[src/rtl/riscv_ctrl_pkg.sv]
// Shared definitions for the multicycle RV32I control path.
// Holds the opcode values the controller decodes, the FSM state type and
// the select/op codes that drive the datapath muxes and the ALU decoder.
package riscv_ctrl_pkg;

   // Opcodes (instr[6:0])
   localparam logic [6:0] OP_LW   = 7'b0000011;
   localparam logic [6:0] OP_SW   = 7'b0100011;
   localparam logic [6:0] OP_R    = 7'b0110011;
   localparam logic [6:0] OP_I    = 7'b0010011;
   localparam logic [6:0] OP_BR   = 7'b1100011;
   localparam logic [6:0] OP_JAL  = 7'b1101111;
   localparam logic [6:0] OP_JALR = 7'b1100111;
   localparam logic [6:0] OP_HALT = 7'b1000100;

   // Binary-encoded 4-bit state; encodings 14 and 15 are unused
   typedef enum logic [3:0] {
      S_FETCH    = 4'd0,
      S_DECODE   = 4'd1,
      S_MEMADR   = 4'd2,
      S_MEMREAD  = 4'd3,
      S_MEMWB    = 4'd4,
      S_MEMWRITE = 4'd5,
      S_EXECUTER = 4'd6,
      S_EXECUTEI = 4'd7,
      S_ALUWB    = 4'd8,
      S_BEQ      = 4'd9,
      S_JALR_ADR = 4'd10,
      S_JAL      = 4'd11,
      S_HALT     = 4'd12,
      S_ERROR    = 4'd13
   } state_t;

   // ALUOp to the ALU decoder
   localparam logic [1:0] ALUOP_ADD   = 2'b00;
   localparam logic [1:0] ALUOP_BR    = 2'b01;
   localparam logic [1:0] ALUOP_FUNCT = 2'b10;

   // ResultSrc
   localparam logic [1:0] RES_ALUOUT    = 2'b00;
   localparam logic [1:0] RES_DATA      = 2'b01;
   localparam logic [1:0] RES_ALURESULT = 2'b10;

   // ALUSrcA
   localparam logic [1:0] SRCA_PC    = 2'b00;
   localparam logic [1:0] SRCA_OLDPC = 2'b01;
   localparam logic [1:0] SRCA_RS1   = 2'b10;

   // ALUSrcB
   localparam logic [1:0] SRCB_RS2  = 2'b00;
   localparam logic [1:0] SRCB_IMM  = 2'b01;
   localparam logic [1:0] SRCB_FOUR = 2'b10;

   // ImmSrc
   localparam logic [1:0] IMM_I = 2'b00;
   localparam logic [1:0] IMM_S = 2'b01;
   localparam logic [1:0] IMM_B = 2'b10;
   localparam logic [1:0] IMM_J = 2'b11;

endpackage

[src/rtl/imm_src_dec.sv]
// Immediate-format selector for the immediate extender.
// Ports:
//   op      in  7  instr[6:0]
//   imm_src out 2  00 I-type (also lw/jalr/default), 01 S, 10 B, 11 J
module imm_src_dec
   import riscv_ctrl_pkg::*;
(
   input  logic [6:0] op,
   output logic [1:0] imm_src
);

   always_comb begin
      imm_src = IMM_I;
      case (op)
         OP_SW:   imm_src = IMM_S;
         OP_BR:   imm_src = IMM_B;
         OP_JAL:  imm_src = IMM_J;
         default: imm_src = IMM_I;
      endcase
   end

endmodule

[src/rtl/multicycle_ctrl_fsm.sv]
// Main control FSM for the multicycle RV32I core. Sequences the shared ALU,
// unified memory and register file over 3-5 cycles per instruction, with a
// memory-ready stall on FETCH/MEMREAD/MEMWRITE, a sticky HALT and an
// illegal-opcode ERROR trap.
// Ports:
//   clk, reset_n                 clock, async active-low reset
//   op         in  7             instr[6:0] from IR
//   mem_ready  in  1             memory finishes the access this cycle
//   PCUpdate, Branch, IRWrite,
//   MemWrite, RegWrite           write strobes (forced 0 in reset)
//   AdrSrc                       memory address select
//   ResultSrc, ALUSrcA, ALUSrcB  datapath mux selects
//   ALUOp                        to the ALU decoder
//   ImmSrc                       immediate format, from op
//   instr_done                   pulse in the last cycle of an instruction
//   halted, illegal              state is HALT / ERROR
module multicycle_ctrl_fsm
   import riscv_ctrl_pkg::*;
#(
   parameter int unsigned MEM_WAIT_EN = 1
) (
   input  logic       clk,
   input  logic       reset_n,
   input  logic [6:0] op,
   input  logic       mem_ready,
   output logic       PCUpdate,
   output logic       Branch,
   output logic       AdrSrc,
   output logic       IRWrite,
   output logic       MemWrite,
   output logic       RegWrite,
   output logic [1:0] ResultSrc,
   output logic [1:0] ALUSrcA,
   output logic [1:0] ALUSrcB,
   output logic [1:0] ALUOp,
   output logic [1:0] ImmSrc,
   output logic       instr_done,
   output logic       halted,
   output logic       illegal
);

   state_t state, state_next;
   logic   ready;

   logic pc_update_raw, branch_raw, ir_write_raw;
   logic mem_write_raw, reg_write_raw, done_raw;

   assign ready = (MEM_WAIT_EN != 0) ? mem_ready : 1'b1;

   imm_src_dec u_imm_src_dec (
      .op      (op),
      .imm_src (ImmSrc)
   );

   // State register
   always_ff @(posedge clk or negedge reset_n) begin
      if (!reset_n) state <= S_FETCH;
      else          state <= state_next;
   end

   // Next-state logic
   always_comb begin
      state_next = S_ERROR;
      case (state)
         S_FETCH:    state_next = ready ? S_DECODE : S_FETCH;
         S_DECODE: begin
            case (op)
               OP_LW, OP_SW: state_next = S_MEMADR;
               OP_R:         state_next = S_EXECUTER;
               OP_I:         state_next = S_EXECUTEI;
               OP_BR:        state_next = S_BEQ;
               OP_JAL:       state_next = S_JAL;
               OP_JALR:      state_next = S_JALR_ADR;
               OP_HALT:      state_next = S_HALT;
               default:      state_next = S_ERROR;
            endcase
         end
         S_MEMADR: begin
            if (op == OP_LW)      state_next = S_MEMREAD;
            else if (op == OP_SW) state_next = S_MEMWRITE;
            else                  state_next = S_ERROR;
         end
         S_MEMREAD:  state_next = ready ? S_MEMWB : S_MEMREAD;
         S_MEMWB:    state_next = S_FETCH;
         S_MEMWRITE: state_next = ready ? S_FETCH : S_MEMWRITE;
         S_EXECUTER: state_next = S_ALUWB;
         S_EXECUTEI: state_next = S_ALUWB;
         S_ALUWB:    state_next = S_FETCH;
         S_BEQ:      state_next = S_FETCH;
         S_JALR_ADR: state_next = S_JAL;
         // JAL is reused by jalr: writes the target to PC, then ALUWB stores OldPC+4
         S_JAL:      state_next = S_ALUWB;
         S_HALT:     state_next = S_HALT;
         S_ERROR:    state_next = S_ERROR;
         default:    state_next = S_ERROR;
      endcase
   end

   // Output decode (Moore, except the mem_ready-gated strobes)
   always_comb begin
      pc_update_raw = 1'b0;
      branch_raw    = 1'b0;
      ir_write_raw  = 1'b0;
      mem_write_raw = 1'b0;
      reg_write_raw = 1'b0;
      done_raw      = 1'b0;
      AdrSrc        = 1'b0;
      ResultSrc     = RES_ALUOUT;
      ALUSrcA       = SRCA_PC;
      ALUSrcB       = SRCB_RS2;
      ALUOp         = ALUOP_ADD;
      halted        = 1'b0;
      illegal       = 1'b0;
      case (state)
         S_FETCH: begin
            ALUSrcB       = SRCB_FOUR;
            ResultSrc     = RES_ALURESULT;
            ir_write_raw  = ready;
            pc_update_raw = ready;
         end
         S_DECODE: begin
            ALUSrcA = SRCA_OLDPC;
            ALUSrcB = SRCB_IMM;
         end
         S_MEMADR: begin
            ALUSrcA = SRCA_RS1;
            ALUSrcB = SRCB_IMM;
         end
         S_MEMREAD: begin
            AdrSrc = 1'b1;
         end
         S_MEMWB: begin
            ResultSrc     = RES_DATA;
            reg_write_raw = 1'b1;
            done_raw      = 1'b1;
         end
         S_MEMWRITE: begin
            AdrSrc        = 1'b1;
            mem_write_raw = 1'b1;
            done_raw      = ready;
         end
         S_EXECUTER: begin
            ALUSrcA = SRCA_RS1;
            ALUOp   = ALUOP_FUNCT;
         end
         S_EXECUTEI: begin
            ALUSrcA = SRCA_RS1;
            ALUSrcB = SRCB_IMM;
            ALUOp   = ALUOP_FUNCT;
         end
         S_ALUWB: begin
            reg_write_raw = 1'b1;
            done_raw      = 1'b1;
         end
         S_BEQ: begin
            ALUSrcA    = SRCA_RS1;
            ALUOp      = ALUOP_BR;
            branch_raw = 1'b1;
            done_raw   = 1'b1;
         end
         S_JALR_ADR: begin
            ALUSrcA = SRCA_RS1;
            ALUSrcB = SRCB_IMM;
         end
         S_JAL: begin
            ALUSrcA       = SRCA_OLDPC;
            ALUSrcB       = SRCB_FOUR;
            pc_update_raw = 1'b1;
         end
         S_HALT:  halted  = 1'b1;
         S_ERROR: illegal = 1'b1;
         default: illegal = 1'b0;
      endcase
   end

   // State already sits in FETCH during reset; gating keeps FETCH strobes quiet
   assign PCUpdate   = reset_n & pc_update_raw;
   assign Branch     = reset_n & branch_raw;
   assign IRWrite    = reset_n & ir_write_raw;
   assign MemWrite   = reset_n & mem_write_raw;
   assign RegWrite   = reset_n & reg_write_raw;
   assign instr_done = reset_n & done_raw;

endmodule

[config.mk]
export PLATFORM = sky130hd
export DESIGN_NAME = multicycle_ctrl_fsm
export DESIGN_NICKNAME = d
export VERILOG_FILES = /design/src/rtl/riscv_ctrl_pkg.sv /design/src/rtl/imm_src_dec.sv /design/src/rtl/multicycle_ctrl_fsm.sv
export SDC_FILE = /design/constraint.sdc
export NUM_CORES = 1
export LEC_CHECK = 0
export ABC_AREA = 0
export BUFFER_PORTS_ARGS = -buffer_cell sky130_fd_sc_hd__buf_2
export CAP_MARGIN = 20
export CORE_AREA = 10 10 51 53
export DETAILED_ROUTE_END_ITERATION = 10
export DIE_AREA = 0 0 61 63
export PLACE_DENSITY_LB_ADDON = 0.15
export SETUP_SLACK_MARGIN = 0.02
export SLEW_MARGIN = 20
export SYNTH_ARGS = -nofsm -noshare
export SYNTH_HDL_FRONTEND = slang
export SYNTH_SLANG_ARGS = --single-unit
[constraint.sdc]
create_clock -name clk -period 1.4 [get_ports clk]
set_clock_uncertainty 0.15 [all_clocks]
set_input_delay 0.28 -clock clk [delete_from_list [all_inputs] [get_ports clk]]
set_output_delay 0.28 -clock clk [all_outputs]
set_load 0.03 [all_outputs]
==> metrics.cfg, run 1 <==
[synthesis]
synth-seq-cells = 4
syn-num-nets = 105
netlist_area_sq_um = 647
postSynthCellCount = 95
synth_cell_types = 39
yosysWarnings = 0
seq_area_frac_synth_pct = 15.5
avgSynthCellArea_sq_um = 6.81

[floorplan]
rows = 15
fp.dieH_microns = 63
die-width_microns = 61
ios = 29
floorplan.initialDensity_pct = 39.2

[status]
lastStage = 5_1_grt
error = [ERROR DPL-0033] detailed placement checks failed during check placement.
status = stopped before the end

[clocking]
cts_htree_levels = 1
clock-sinks = 4
cts_max_path_buffers = 2
root_buffer = clkbuf_4
numCtsBuffers = 3

[sta]
worst-ep-kind = top-level output
grt-worst-endpoint = ALUSrcA[1]

[place]
place_congestion = 0.922
post-dp-hpwl_mm = 1.99
numPortBuffers = 28
place_area_sq_um = 1230

[global_route]
antenna_found_initial = 0
grt_max_degree = 10

cells by family after synthesis:
group	after synthesis	share of synthesized area, %
AOI/OAI and AO/OA	26	28.6
xor gates and xnor gates	2	2.71
buffers and inverters	12	9.09
DFF	4	15.5
muxes	1	1.55
and+or+nand+nor	50	42.6
Yosys cell counts:
cell	count	area share [%]
a211oi_1	1	1.2
a21boi_0	1	1.2
a21oi_1	4	3.1
a21oi_2	1	1.4
a221o_1	1	1.5
a22oi_1	1	1.2
a31oi_1	3	2.9
a31oi_4	1	3.3
and3_1	3	2.9
and4b_1	1	1.5
buf_2	2	1.5
buf_4	1	1.2
buf_6	1	1.7
clkbuf_1	4	2.3
dfrtp_1	4	15
inv_1	3	1.7
inv_2	1	0.58
mux2i_1	1	1.5
nand2_1	6	3.5
nand2b_1	3	2.9
nand3_1	3	2.3
nand3b_1	2	2.3
nand4_1	2	1.9
nand4bb_1	1	1.7
nor2_1	14	8.1
nor2b_1	3	2.9
nor3_1	4	3.1
nor3b_1	1	1.2
nor4_1	2	1.9
o211ai_1	2	2.3
o211ai_2	1	1.9
o21ai_0	5	3.9
o21ai_1	3	2.3
o31ai_1	1	1.2
o32ai_1	1	1.4
or2b_1	1	1.2
or3_1	3	2.9
or4b_4	1	2.1
xnor2_1	2	2.7
per-stage QoR:
step / instances / utilization, % / setup WS, ps
2_1_floorplan: 95 / - / -330
3_5_place_dp: 165 / 74.2 / -322
3_3_place_gp: 165 / 74.2 / -297
4_1_cts: 179 / 92.7 / -442
what timing repair did:
action,CTS
endpoints found under the setup margin,23
endpoints found under the hold margin,4
hold buffers,1
setup buffers,9
pin swaps,10
resized for setup,60
==> inputs of run 2 (changes only) <==
- CORE_AREA: 10 10 51 53 -> 10 10 71 73
- DIE_AREA: 0 0 61 63 -> 0 0 81 83
- SETUP_SLACK_MARGIN: 0.02 -> unset
- clock period: 1.4 -> 1.8 ns (I/O delays scaled with it)
==> run 2 against run 1 <==
The flow now finishes, with violations (negative setup slack); synthesized cell count did not move; area after synthesis unchanged.
==> metrics.cfg, run 2 <==
[clocking]
clock-sinks = 4  ; unchanged
clk_pin_slew_worst_paths_ps = 30
root_buffer = clkbuf_8  ; was clkbuf_4
clock_latency_ps = 220
cts_tree = done
cts_htree_levels = 1  ; unchanged
numCtsBuffers = 3  ; unchanged
cts_max_path_buffers = 2  ; unchanged

[layout]
reg.largest.list = state x4
final_common_cell = buf_4
largest_reg_flops = 4
antenna_cells = 0
area_growth_pct = 115
drive_gt1_share_pct = 63.6
top_register = state
layout.nets = 163
fin_cells = 199
final_cell_mix = buf_4 (25), buf_6 (23), buf_2 (11)

[floorplan]
die_area_sq_um = 6720
floorplan.initialDensity_pct = 17.8  ; was 39.2%
ios = 29  ; unchanged
fp.dieH_microns = 83  ; was 63 microns
die-width_microns = 81  ; was 61 microns
core_region_area_sq_um = 3630
rows = 22  ; was 15

[pwr]
p_leak_nw = 0.584
totalPowerFinal_w = 0.00231
powerDensity_nw_per_um2 = 1660
vdd_drop_max_uv = 420

[critical_path]
crit_arrival_ps = 1420
cp-end-kind = primary output
path_cells = buf_12 -> or3_4 -> a21oi_4 -> buf_6
crit_path_start_kind = flip-flop
crit_fanout = 12
path_class = reg2out
crit_buf_inv = 2
worst_path_largest_cell_delay_ps = 380
cp_slowest_cell = dfrtp_1
cp_top_family = flip-flops
worstPathRequired_ps = 1290

[global_route]
grt_pass1_vias = 892
antenna_found_initial = 0
grt_max_degree = 14
grt-ovfl-total = 0
grt_pass1_wl_mm = 4.24
grt.total_usage_pct = 7.81

[sta]
slew_viol_final = 0
min_period_ps = 1930
setup_tns_ps = -592
hold_slack_ps = 390
final.period_utilization_pct = 107
max_freq_mhz = 519
worst_pin_slew_ps = 276
rsz0062_at_grt = true
worst_slack_ps = -129
slew_headroom_pct = 81.5
setup_viol = 10
hold_viol_final = 0

[synthesis]
synth_cell_types = 39  ; unchanged
yosysTopAreaCellShare_pct = 15.5  ; unchanged
synth.area.top_cells = dfrtp_1 (15%), nor2_1 (8.1%), o21ai_0 (3.9%)  ; unchanged
netlist_area_sq_um = 647  ; unchanged
yosys_most_used_dff = dfrtp_1  ; unchanged
synth-seq-cells = 4  ; unchanged
yosysWarnings = 0  ; unchanged
synthSimpleGateAreaFrac_pct = 42.6  ; unchanged
ys_top_cells_by_count = nor2_1 (14), nand2_1 (6), o21ai_0 (5)  ; unchanged
avgSynthCellArea_sq_um = 6.81  ; unchanged
synthAdderAreaFrac_pct = 0  ; unchanged
synth_top_family_by_area = simple AND/OR/NAND/NOR gates  ; unchanged
postSynthCellCount = 95  ; unchanged
syn-num-nets = 105  ; unchanged
seq_area_frac_synth_pct = 15.5  ; unchanged
synth_edf_count = 0  ; unchanged
synth-xor-area-share_pct = 2.71  ; unchanged
async_reset_ff_share_pct = 100  ; unchanged
synth_most_common_cell = nor2_1  ; unchanged
yosys.area.top_type = dfrtp_1  ; unchanged
synth-compound-area-share_pct = 28.6  ; unchanged
synth_mux_area_share_pct = 1.55  ; unchanged

[route]
routed-via-count = 945
wirelength_mm = 2.76
drc = 0
vias_per_cell = 4.75
drt-initial-drc-count = 44
ant_nets = 0
wl_per_cell_microns = 13.9
first_pass_iters = 4

[status]
failed_checks = negative setup slack
status = finished with violations  ; was stopped before the end

[place]
placedCellCount = 184  ; was 165
place_congestion = 0.760  ; was 0.922
post-dp-hpwl_mm = 2.00  ; was 1.99 mm
numPortBuffers = 28  ; unchanged
preCtsSetupSlack_ps = -24.6  ; was -322 ps

[hold_path]
hold_path.class = in2reg

[job]
cap_violations = 0

## run 2: timing repair
action,CTS,global route
cloned,0,0
hold endpoints to repair,4,0
resized for setup,29,43
hold buffers,1,0
buffers inserted,3,8
endpoints found under the setup margin,17,20
pin swaps,3,6
## run 2: layout make-up
cell class              count  area [sq um]
clock buffers               3          41.3
fillers                   382          2240
inverters                   4          15.0
multi-input cells          79           637
flip-flops and latches      4           104
well taps                  48          60.1
repair buffers             61           532
## run 2: final timing paths
| check | from | endpoint | slack, ps | cells after the start |
|---|---|---|---|---|
| max reg2reg | state[3] | state[2] | 60 | 5 |
| max | state[1] | ALUSrcB[1] | -130 | 4 |
| min in group asynchronous | reset_n | state[1] | 440 | 2 |
| max in group asynchronous | reset_n | state[3] | 870 | 2 |
| min reg2reg | state[2] | state[1] | 610 | 2 |
| min | op[4] | state[0] | 390 | 3 |
## run 2: power breakdown
group	internal (W)	total [W]	switching [W]
Combinational	0.000943	0.00191	0.000972
Clock	0.000143	0.000189	0.0000467
Sequential	0.000133	0.000202	0.0000688
## run 2: kinds of logic after synthesis
kind of cell,count (synthesis)
buf+inv,12
simple gates,50
compound gates,26
flops,4
mux,1
xor+xnor,2
## run 2: worst register-to-register path: cells and delay by family, from the launching register on
family | cells | cell delay [ps]
flip-flops | 1 | 450
AO/OA/AOI/OAI | 3 | 380
AND/OR/NAND/NOR | 1 | 520
buffers and inverters | 1 | 150
## run 2: layer usage
metal	GRT usage (%)	wire, microns	share of wire, %
met1	8.87	1120	41
met2	13.6	1460	53
met3	2.05	149	5.4
met4	2.35	33	1.2
met5	0	0	0
## run 2: metrics by stage
step / util [%] / instance area (sq um)
CTS: 32.5 / 1180
global placement: 28.3 / 1030
detailed placement: 28.3 / 1030
finish: 38.2 / 1390
global route: 38.2 / 1390
floorplan: - / 704
Note: power is estimated with default switching activity, not from simulation.
